`config.mk`:
```
export PLATFORM = sky130hd
export DESIGN_NAME = psum_address_generator_flat
export DESIGN_NICKNAME = d
export VERILOG_FILES = /design/src/rtl/psum_addr_pkg.sv /design/src/rtl/psum_address_generator_if.sv /design/src/rtl/psum_addr_fifo.sv /design/src/rtl/psum_address_generator.sv /design/src/flat_wrapper.sv
export SDC_FILE = /design/constraint.sdc
export NUM_CORES = 1
export LEC_CHECK = 0
export ABC_AREA = 1
export ABC_CLOCK_PERIOD_IN_PS = 7300
export BUFFER_PORTS_ARGS = -buffer_cell sky130_fd_sc_hd__buf_2
export CAP_MARGIN = 5
export CELL_PAD_IN_SITES_DETAIL_PLACEMENT = 0
export CELL_PAD_IN_SITES_GLOBAL_PLACEMENT = 1
export CORE_MARGIN = 3
export CORE_UTILIZATION = 43
export CTS_CLUSTER_SIZE = 25
export DETAILED_ROUTE_END_ITERATION = 7
export PLACE_DENSITY_LB_ADDON = 0.12
export SLEW_MARGIN = 0
export SYNTH_ARGS = -nofsm -noshare
export SYNTH_HDL_FRONTEND = slang
export SYNTH_SLANG_ARGS = --single-unit
```
`constraint.sdc`:
```
create_clock -name clk -period 7.3 [get_ports clk]
set_clock_uncertainty 0.1 [all_clocks]
set_input_delay 0 -clock clk [delete_from_list [all_inputs] [get_ports clk]]
set_output_delay 0 -clock clk [all_outputs]
set_load 0.05 [all_outputs]
```
`src/rtl/psum_addr_pkg.sv`:
```
// Shared types and constants for the psum address generator slice.
package psum_addr_pkg;

  typedef enum logic [1:0] {
    IDLE  = 2'd0,
    RUN   = 2'd1,
    DRAIN = 2'd2,
    DONE  = 2'd3
  } state_e;

  localparam int F_WIDTH_DEF    = 6;
  localparam int N_WIDTH_DEF    = 3;
  localparam int E_WIDTH_DEF    = 8;
  localparam int C_WIDTH_DEF    = 8;
  localparam int ADDR_WIDTH_DEF = 16;
  localparam int DEPTH_DEF      = 4;

  // Cycles from tuple acceptance to FIFO write.
  localparam int PIPE_LATENCY   = 2;

endpackage

```
`src/rtl/psum_address_generator_if.sv`:
```
// GLB psum request channel: valid/ready with a linear address payload.
interface psum_address_generator_if
  import psum_addr_pkg::*;
#(
  parameter int ADDR_WIDTH = ADDR_WIDTH_DEF
);
  logic                  req_valid;
  logic [ADDR_WIDTH-1:0] req_addr;
  logic                  req_ready;

  modport master (output req_valid, output req_addr, input req_ready);
  modport slave  (input req_valid, input req_addr, output req_ready);
endinterface

```
`src/rtl/psum_addr_fifo.sv`:
```
// First-word-fall-through FIFO for psum addresses; falling-edge, async active-high reset.
module psum_addr_fifo
  import psum_addr_pkg::*;
#(
  parameter int WIDTH = ADDR_WIDTH_DEF,
  parameter int DEPTH = DEPTH_DEF
) (
  input  logic                       clk,
  input  logic                       reset,
  input  logic                       push_i,
  input  logic [WIDTH-1:0]           wdata_i,
  input  logic                       pop_i,
  output logic [WIDTH-1:0]           rdata_o,
  output logic [$clog2(DEPTH):0]     count_o,
  output logic                       full_o,
  output logic                       empty_o
);
  localparam int PTR_W = $clog2(DEPTH);
  localparam int CNT_W = PTR_W + 1;

  logic [WIDTH-1:0] mem_q [DEPTH];
  logic [PTR_W-1:0] wr_ptr_q;
  logic [PTR_W-1:0] rd_ptr_q;
  logic [CNT_W-1:0] count_q;
  logic             do_push;
  logic             do_pop;

  assign empty_o = (count_q == '0);
  assign full_o  = (count_q == CNT_W'(DEPTH));
  assign count_o = count_q;
  assign rdata_o = empty_o ? '0 : mem_q[rd_ptr_q];

  // A pop on the same edge frees the slot, so push-while-full is legal then.
  assign do_pop  = pop_i && !empty_o;
  assign do_push = push_i && (!full_o || do_pop);

  always_ff @(negedge clk or posedge reset) begin
    if (reset) begin
      wr_ptr_q <= '0;
      rd_ptr_q <= '0;
      count_q  <= '0;
    end else begin
      if (do_push) wr_ptr_q <= wr_ptr_q + PTR_W'(1);
      if (do_pop)  rd_ptr_q <= rd_ptr_q + PTR_W'(1);
      case ({do_push, do_pop})
        2'b10:   count_q <= count_q + CNT_W'(1);
        2'b01:   count_q <= count_q - CNT_W'(1);
        default: count_q <= count_q;
      endcase
    end
  end

  always_ff @(negedge clk) begin
    if (do_push) mem_q[wr_ptr_q] <= wdata_i;
  end

endmodule

```
`src/rtl/psum_address_generator.sv`:
```
// Converts psum index tuples into linear GLB addresses (2-stage pipe + FWFT FIFO).
// Optional bounds check against limit_addr enabled by `define PSUM_ADDR_BOUNDS_CHECK_EN.
module psum_address_generator
  import psum_addr_pkg::*;
#(
  parameter int F_WIDTH    = F_WIDTH_DEF,
  parameter int n_WIDTH    = N_WIDTH_DEF,
  parameter int e_WIDTH    = E_WIDTH_DEF,
  parameter int C_WIDTH    = C_WIDTH_DEF,
  parameter int ADDR_WIDTH = ADDR_WIDTH_DEF,
  parameter int DEPTH      = DEPTH_DEF
) (
  input  logic                  clk,
  input  logic                  reset,
  input  logic                  start,
  input  logic                  in_valid,
  input  logic                  in_done,
  input  logic [n_WIDTH-1:0]    psum_index,
  input  logic [C_WIDTH-1:0]    channel_index,
  input  logic [e_WIDTH-1:0]    row_index,
  input  logic [F_WIDTH-1:0]    col_index,
  input  logic [C_WIDTH-1:0]    C,
  input  logic [e_WIDTH-1:0]    E,
  input  logic [F_WIDTH-1:0]    F,
  input  logic [ADDR_WIDTH-1:0] base_addr,
  input  logic [ADDR_WIDTH-1:0] limit_addr,
  output logic                  await,
  psum_address_generator_if.master req,
  output logic                  busy,
  output logic                  done,
  output logic                  addr_err
);
  localparam int CNT_W  = $clog2(DEPTH) + 1;
  localparam int PEND_W = CNT_W + $clog2(PIPE_LATENCY + 1);

  state_e                state_q, state_d;
  logic [ADDR_WIDTH-1:0] base_q;
  logic                  take_start;
  logic                  accept;
  logic                  bp_full;
  logic [PEND_W-1:0]     pending;

  logic                  vld_p1_q;
  logic                  vld_p2_q;
  logic [ADDR_WIDTH-1:0] s1_p1_q;
  logic [e_WIDTH-1:0]    row_p1_q;
  logic [F_WIDTH-1:0]    col_p1_q;
  logic [ADDR_WIDTH-1:0] addr_p2_d;
  logic [ADDR_WIDTH-1:0] addr_p2_q;

  logic [CNT_W-1:0]      fifo_count;
  logic                  fifo_full;
  logic                  fifo_empty;

  // Everything already committed downstream must still fit in the FIFO.
  assign pending = PEND_W'(fifo_count) + PEND_W'(vld_p1_q) + PEND_W'(vld_p2_q);
  assign bp_full = fifo_full || (pending >= PEND_W'(DEPTH - 1));

  always_comb begin
    state_d    = state_q;
    await      = 1'b0;
    busy       = 1'b0;
    done       = 1'b0;
    accept     = 1'b0;
    take_start = 1'b0;
    unique case (state_q)
      IDLE: begin
        await = 1'b1;
        if (start) begin
          take_start = 1'b1;
          state_d    = RUN;
        end
      end
      RUN: begin
        busy   = 1'b1;
        await  = bp_full;
        accept = in_valid && !bp_full;
        if (in_done) state_d = DRAIN;
      end
      DRAIN: begin
        busy  = 1'b1;
        await = bp_full;
        if (!vld_p1_q && !vld_p2_q && fifo_empty) state_d = DONE;
      end
      DONE: begin
        await   = 1'b1;
        done    = 1'b1;
        state_d = IDLE;
      end
      default: state_d = IDLE;
    endcase
  end

  always_ff @(negedge clk or posedge reset) begin
    if (reset) begin
      state_q  <= IDLE;
      base_q   <= '0;
      vld_p1_q <= 1'b0;
      vld_p2_q <= 1'b0;
    end else begin
      state_q  <= state_d;
      if (take_start) base_q <= base_addr;
      vld_p1_q <= accept;
      vld_p2_q <= vld_p1_q;
    end
  end

  // Stage 1: psum_index*C + channel_index
  always_ff @(negedge clk) begin
    if (accept) begin
      s1_p1_q  <= ADDR_WIDTH'(psum_index) * ADDR_WIDTH'(C) + ADDR_WIDTH'(channel_index);
      row_p1_q <= row_index;
      col_p1_q <= col_index;
    end
  end

  // Stage 2: base + (s1*E + row)*F + col
  assign addr_p2_d = base_q
                   + (s1_p1_q * ADDR_WIDTH'(E) + ADDR_WIDTH'(row_p1_q)) * ADDR_WIDTH'(F)
                   + ADDR_WIDTH'(col_p1_q);

  always_ff @(negedge clk) begin
    if (vld_p1_q) addr_p2_q <= addr_p2_d;
  end

`ifdef PSUM_ADDR_BOUNDS_CHECK_EN
  logic addr_err_q;

  always_ff @(negedge clk or posedge reset) begin
    if (reset) begin
      addr_err_q <= 1'b0;
    end else if (take_start) begin
      addr_err_q <= 1'b0;
    end else if (vld_p1_q && (addr_p2_d > limit_addr)) begin
      addr_err_q <= 1'b1;
    end
  end

  assign addr_err = addr_err_q;
`else
  logic unused_limit;

  assign unused_limit = ^limit_addr;
  assign addr_err     = 1'b0;
`endif

  // FIFO write: two edges after acceptance
  psum_addr_fifo #(
    .WIDTH (ADDR_WIDTH),
    .DEPTH (DEPTH)
  ) u_fifo (
    .clk     (clk),
    .reset   (reset),
    .push_i  (vld_p2_q),
    .wdata_i (addr_p2_q),
    .pop_i   (req.req_ready),
    .rdata_o (req.req_addr),
    .count_o (fifo_count),
    .full_o  (fifo_full),
    .empty_o (fifo_empty)
  );

  assign req.req_valid = !fifo_empty;

endmodule
```
`src/flat_wrapper.sv`:
```
// flat-port wrapper written by rule: the top's interface ports become plain ports
module psum_address_generator_flat import psum_addr_pkg::*;
#(
  parameter int F_WIDTH    = F_WIDTH_DEF,
  parameter int n_WIDTH    = N_WIDTH_DEF,
  parameter int e_WIDTH    = E_WIDTH_DEF,
  parameter int C_WIDTH    = C_WIDTH_DEF,
  parameter int ADDR_WIDTH = ADDR_WIDTH_DEF,
  parameter int DEPTH      = DEPTH_DEF
)
  (clk, reset, start, in_valid, in_done, psum_index, channel_index, row_index, col_index, C, E, F, base_addr, limit_addr, await, busy, done, addr_err, req_req_valid, req_req_addr, req_req_ready);
  psum_address_generator_if #(.ADDR_WIDTH(ADDR_WIDTH)) req_i ();
  input  logic clk;
  input  logic reset;
  input  logic start;
  input  logic in_valid;
  input  logic in_done;
  input  logic [n_WIDTH-1:0] psum_index;
  input  logic [C_WIDTH-1:0] channel_index;
  input  logic [e_WIDTH-1:0] row_index;
  input  logic [F_WIDTH-1:0] col_index;
  input  logic [C_WIDTH-1:0] C;
  input  logic [e_WIDTH-1:0] E;
  input  logic [F_WIDTH-1:0] F;
  input  logic [ADDR_WIDTH-1:0] base_addr;
  input  logic [ADDR_WIDTH-1:0] limit_addr;
  output logic await;
  output logic busy;
  output logic done;
  output logic addr_err;
  output wire logic [$bits(req_i.req_valid)-1:0] req_req_valid;
  output wire logic [$bits(req_i.req_addr)-1:0] req_req_addr;
  input wire logic [$bits(req_i.req_ready)-1:0] req_req_ready;
  assign req_req_valid = req_i.req_valid;
  assign req_req_addr = req_i.req_addr;
  assign req_i.req_ready = req_req_ready;
  psum_address_generator #(.F_WIDTH(F_WIDTH), .n_WIDTH(n_WIDTH), .e_WIDTH(e_WIDTH), .C_WIDTH(C_WIDTH), .ADDR_WIDTH(ADDR_WIDTH), .DEPTH(DEPTH)) u_core (.clk(clk), .reset(reset), .start(start), .in_valid(in_valid), .in_done(in_done), .psum_index(psum_index), .channel_index(channel_index), .row_index(row_index), .col_index(col_index), .C(C), .E(E), .F(F), .base_addr(base_addr), .limit_addr(limit_addr), .await(await), .req(req_i), .busy(busy), .done(done), .addr_err(addr_err));
endmodule
```
==> results.ini, run 1 <==
[outcome]
status=finished with violations
violations=setup timing

[detailed_routing]
num_vias=9404
viasPerCell=4.61
ant_nets=0
drt_iter0_drc=418
wl_per_cell_um=13.6
drt_wl_total_mm=27.7
drtPass1Iterations=5
drt_drc_violations_left=0

[synthesis]
synth_seq_area_share_pct=31.7
postSynthCellCount=1367
yosys_warnings=0
synth_async_sr_flop_share_pct=20.3
synth_area_mm2=0.0122
ys_ff_latch=133
synth.top_cell.area_share_pct=26.2
synth_edf_count=106
ys.flop_type=edfxtp_1
synth_top_cell_by_area=edfxtp_1
synth.net_count=1683
synth_cell_types=36
synth_area_leaders=edfxtp_1 26%, fa_1 23%, inv_1 11%
synth.avg_cell_area_um2=8.90

[critical_path]
worstRegToRegCells=33
critical_path.max_fanout=8
crit_path_start_kind=input port
cp.depth=34
critPathArrivalTime_ns=6.56
end_kind=flop
critical_path_class=input port to flop
cp_common_cell=fa_1
r2r_slack_ns=-0.09
critical-path-max-stage-delay_ns=0.54
cp_top_family=adder cells
crit_buf_inv=10
worst_ep_required_time_ns=3.77
cp_slowest_cell=fa_1

[final_layout]
syn_to_final_growth_pct=28.1
fill_cells=2534
finalNonFillerCells=2038
finalInstanceArea_mm2=0.0156
fin_nets=1968
final_cell_mix=425 x inv_1, 236 x nand2_1, 133 x fa_1
layout-drive-gt1-share_pct=24.7
final_common_cell=inv_1

[timing]
tightest_slew_ns=0.978
max_slew_margin_pct=34.7
hold_viol=0
fin_ws_ns=-2.79
finalSetupViolCount=13
rsz0062_at_grt=yes
maxSlewViolCount=0

[global_route]
grt_pass1_vias=10133
grt_max_degree=34
grt_pass1_wl_mm=48.3
antenna_found_initial=1
grt_overflow_total=0
grtUsageTotal_pct=19.6

[placement]
numPortBuffers=88
gp_congestion=0.819
postPlaceCellArea_mm2=0.0141
dp.cells=1896
hpwl_mm=21.3

[floorplan]
io_pins=106
row_count=60
coreArea_mm2=0.0274
fp.dieW_um=174
die_h_um=174
start_util_pct=44.4
dieArea_mm2=0.0303

[clock_tree]
cts_tree=yes
clkTransAtPathRegs_ns=0.04
cts.sinks=133
ctsHoldBuffers=0
h-tree-depth=4
cts.path.max_buffers=2
cts-buffers-inserted=17
clockRootBuffer=clkbuf_16
clk_latency_ns=0.47

[hold_path]
whs_path_depth=0
hold_class=flop to flop

[job]
maxCapViolations=0

-- layer usage --
| metal | vias up | GRT usage, % | routed length (um) |
|---|---|---|---|
| li1 | 4693 | - | - |
| met1 | 4529 | 25.6 | 12800 |
| met2 | 160 | 33.5 | 13700 |
| met3 | 22 | 3.63 | 888 |
| met4 | 0 | 5.19 | 255 |
| met5 | - | 0 | 0 |
-- registers in the layout, summed over array words and instances, names as in the netlist --
name                    flops
u_core.u_fifo.count_o       3
u_core.state_q              2
u_core.s1_p1_q             12
u_core.addr_p2_q           16
u_core.row_p1_q             8
u_core.vld_p1_q             1
u_core.base_q              16
u_core.u_fifo.mem_q        64
u_core.vld_p2_q             1
u_core.u_fifo.wr_ptr_q      2
u_core.col_p1_q             6
u_core.u_fifo.rd_ptr_q      2
-- stage by stage --
stage	utilization [%]	hold WS [ns]	setup WS, ns	TNS, ns
2_1_floorplan	-	0.344	-2.96	-29.97
3_3_place_gp	51.4	0.354	-3.53	-36.43
3_5_place_dp	51.4	0.360	-3.51	-36.83
4_1_cts	56.1	0.374	-2.75	-27.82
5_1_grt	56.9	0.381	-3.09	-31.05
6_report	56.9	0.368	-2.79	-27.99
-- worst paths after layout --
| check | from | endpoint |
|---|---|---|
| worst max-delay path | E[2] | u_core.addr_p2_q[15]$_DFFE_NP_ |
| min in group asynchronous | reset | u_core.u_fifo.count_o[2]$_DFFE_NP0P_ |
| worst min register to register | u_core.addr_p2_q[3]$_DFFE_NP_ | u_core.u_fifo.mem_q[1][3]$_DFFE_NP_ |
| worst max register to register | u_core.s1_p1_q[3]$_DFFE_NP_ | u_core.addr_p2_q[15]$_DFFE_NP_ |
| worst min-delay path | u_core.addr_p2_q[3]$_DFFE_NP_ | u_core.u_fifo.mem_q[1][3]$_DFFE_NP_ |
| max in group asynchronous | reset | u_core.base_q[13]$_DFFE_NP0P_ |
-- final cells by class --
type	instances	area, um^2	share of cell area (%)
well taps	372	465	2.99
clock buffers	17	425	2.73
multi-input cells	843	7540	48.4
clock inverters	121	597	3.83
repair buffers	201	1380	8.88
flip-flops and latches	133	3860	24.8
inverters	350	1310	8.43
diodes	1	2.50	0.0161
-- synth_stat cells, types with 4 or more instances --
| library cell | number |
|---|---|
| a21oi_1 | 47 |
| buf_2 | 4 |
| clkbuf_1 | 34 |
| dfrtn_1 | 27 |
| edfxtp_1 | 106 |
| fa_1 | 140 |
| ha_1 | 91 |
| inv_1 | 348 |
| mux2_2 | 15 |
| nand2_1 | 266 |
| nand2_2 | 11 |
| nand3_1 | 41 |
| nand4_1 | 4 |
| nor2_1 | 122 |
| o21ai_0 | 43 |
| o21ai_1 | 7 |
| xnor2_1 | 11 |
| xor2_1 | 20 |
-- worst register-to-register path: cells and delay by family, from the launching register on --
family,cells,cell delay [ns]
adders and majority gates,10,4.42
and+or+nand+nor,9,0.72
DFF,1,0.56
buffers and inverters,9,0.54
xor gates and xnor gates,2,0.45
AOI/OAI and AO/OA,3,0.35
-- cell families (layout without fill, tap and decap cells) --
logic type                 count (synthesis)  after routing  share of synthesized area [%]
other                                      1              2                         0.0308
and+or+nand+nor                          454            454                           15.1
AOI/OAI and AO/OA                        110            110                           4.82
adders and majority gates                231            231                           32.4
buffers and inverters                    391            689                           12.2
DFF                                      133            133                           31.7
xor gates and xnor gates                  32             32                           2.43
muxes                                     15             15                           1.39
-- timing repair --
action / 4_1_cts / 5_1_grt
gates resized for setup: 70 / 51
setup buffers: 3 / 3
setup endpoints to repair: 14 / 14
pin swaps: 63 / 37
Power of run 1 is not shown: default switching activity piles up to over one toggle a cycle in this logic, so the estimate is an artifact.
==> inputs of run 2 (changes only) <==
--- a/config.mk
+++ b/config.mk
@@ -16,6 +16,7 @@
 export CTS_CLUSTER_SIZE = 25
 export DETAILED_ROUTE_END_ITERATION = 7
 export PLACE_DENSITY_LB_ADDON = 0.12
+export SETUP_SLACK_MARGIN = 0.02
 export SLEW_MARGIN = 0
 export SYNTH_ARGS = -nofsm -noshare
 export SYNTH_HDL_FRONTEND = slang
==> run 2 against run 1 <==
Compared with the run above: the flow still finishes with violations (setup timing); final cell count up 0.34%; register-to-register slack improved by 0.02 ns; first-iteration DRC count decreased by 0.48%.
==> results.ini, run 2 (same netlist as run 1, synthesis figures left out) <==
[critical_path]
critPathArrivalTime_ns=6.53  ; -0.03 ns
critical-path-max-stage-delay_ns=0.54  ; about the same
critical_path_class=input port to flop
cp_slowest_cell=fa_1
critical_path.max_fanout=8  ; unchanged
crit_buf_inv=10  ; unchanged
worstRegToRegCells=34  ; +3.0%
end_kind=flop
r2r-end=u_core.addr_p2_q[15]$_DFFE_NP_
cp_common_cell=fa_1
crit_path_start_kind=input port
r2r_slack_ns=-0.07  ; +0.02 ns
worst_ep_required_time_ns=3.77  ; about the same
cp_top_family=adder cells
r2r_start=u_core.s1_p1_q[5]$_DFFE_NP_

[global_route]
use_met1_pct=26.6  ; +0.97 points
busiest_layer=met2
grt_pass1_wl_mm=49.3  ; +2.2%
grt_overflow_total=0  ; unchanged
gr-usage-met3_pct=3.43  ; -0.20 points
grt_pass1_vias=10314  ; +1.8%
grt_max_degree=34  ; unchanged
grtUsageTotal_pct=20.0  ; +0.46 points
use_met2_pct=34.1  ; +0.52 points
antenna_found_initial=1  ; unchanged

[detailed_routing]
wl_per_cell_um=13.8  ; +1.4%
drt_drc_violations_left=0  ; unchanged
drtPass1Iterations=5  ; unchanged
num_vias=9444  ; +0.43%
ant_nets=0  ; unchanged
viasPerCell=4.62  ; about the same
drt_iter0_drc=416  ; -0.48%
drt_wl_total_mm=28.2  ; +1.8%

[hold_path]
hold_class=flop to flop
whs_path_depth=1  ; +1
worstHoldStart=u_core.base_q[14]$_DFFE_NP0P_
holdPathEnd=u_core.base_q[14]$_DFFE_NP0P_

[final_layout]
top_register=u_core.u_fifo.mem_q
regArea_mm2=0.00386  ; unchanged
final_cell_mix=426 x inv_1, 239 x nand2_1, 134 x fa_1
fill_cells=2522  ; -0.47%
largest_reg_flops=64  ; unchanged
multiInputGateArea_mm2=0.00752  ; -0.17%
fin_nets=1975  ; +0.36%
syn_to_final_growth_pct=28.5
layout-drive-gt1-share_pct=24.7  ; about the same
final_common_cell=inv_1
reg.largest.list=u_core.u_fifo.mem_q (64), u_core.addr_p2_q (16), u_core.base_q (16)

[placement]
numPortBuffers=88  ; unchanged
hpwl_mm=21.6  ; +1.4%
gp_congestion=0.823  ; +0.55%

[outcome]
violations=setup timing
status=finished with violations

[clock_tree]
clk_latency_ns=0.47  ; about the same
ctsHoldBuffers=0  ; unchanged
cts_tree=yes
h-tree-depth=4  ; unchanged
cts-buffers-inserted=17  ; unchanged
clkTransAtPathRegs_ns=0.06  ; +0.02 ns
clockRootBuffer=clkbuf_16
cts.path.max_buffers=2  ; unchanged
cts.sinks=133  ; unchanged

[floorplan]
fp.dieW_um=174  ; unchanged
start_util_pct=44.4  ; unchanged
dieArea_mm2=0.0303  ; unchanged
io_pins=106  ; unchanged
die_h_um=174  ; unchanged
coreArea_mm2=0.0274  ; unchanged
row_count=60  ; unchanged

[timing]
setup_tns_ns=-27.94  ; +0.0457 ns
fin_ws_ns=-2.77  ; +0.0236 ns
hold_viol=0  ; unchanged
max_slew_margin_pct=17.8  ; -17 points
maxSlewViolCount=0  ; unchanged
rsz0062_at_grt=yes
finalSetupViolCount=13  ; unchanged
tightest_slew_ns=1.23  ; +0.249 ns

[job]
maxCapViolations=0  ; unchanged

==> run 2: cell count changes in the layout (fill, tap and decap cells not counted), moves of 3 or more <==
cell     change
buf_4        +5
nand2_1      +3
buf_6        +3
nand2_2      -3
xor2_1       -3
xor2_2       +3
==> run 2: repair_timing <==
action,CTS,global route
pin swaps,51,19
endpoints found under the hold margin,0,0
gates resized for setup,55,58
gates cloned,0,0
setup buffers,11,5
endpoints found under the setup margin,13,14
==> run 2: metrics by stage <==
stage | instance area [um^2] | hold WS [ns] | util (%) | setup slack (ns) | std cells
after detailed placement | 14100 | 0.367 | 51.4 | -3.52 | 1893
after CTS | 15400 | 0.367 | 56.1 | -2.82 | 2041
after global routing | 15600 | 0.388 | 57.1 | -3.12 | 2045
after floorplan | 12600 | 0.344 | - | -2.96 | 1367
after global placement | 14100 | 0.357 | 51.4 | -3.51 | 1893
final | 15600 | 0.363 | 57.1 | -2.77 | 2045
==> run 2: worst max-delay path by stage <==
| stage | from | endpoint | slack [ns] | depth (start not counted) |
|---|---|---|---|---|
| after floorplan | E[2] | u_core.addr_p2_q[15]$_DFFE_NP_ | -2.96 | 34 |
| after global placement | E[2] | u_core.addr_p2_q[15]$_DFFE_NP_ | -3.51 | 29 |
| after detailed placement | E[2] | u_core.addr_p2_q[15]$_DFFE_NP_ | -3.52 | 31 |
| after CTS | E[2] | u_core.addr_p2_q[15]$_DFFE_NP_ | -2.82 | 32 |
| after global routing | E[2] | u_core.addr_p2_q[15]$_DFFE_NP_ | -3.12 | 35 |
| final | E[2] | u_core.addr_p2_q[15]$_DFFE_NP_ | -2.77 | 35 |
==> run 2: per-layer routing <==
metal  vias up  wire length [um]
li1       4712                 -
met2       166             13900
met1      4537             13000
met3        29               889
met5         -                 0
met4         0               374
==> run 2: worst register-to-register path: cells and delay by family (launching register included) <==
kind	cells	cell delay, ns
fa+ha+maj	10	4.41
simple gates	11	0.76
buf+inv	8	0.68
compound gates	4	0.51
flops	1	0.46
xor+xnor	1	0.22
==> run 2: cell type report <==
type	instances	share of cell area, %
diodes	1	0.0160
inverters	350	8.40
multi-input cells	843	48.1
clock buffers	17	2.72
well taps	372	2.98
clock inverters	121	3.83
flip-flops and latches	133	24.7
repair buffers	208	9.23
Power of run 2 is left out for the same reason.
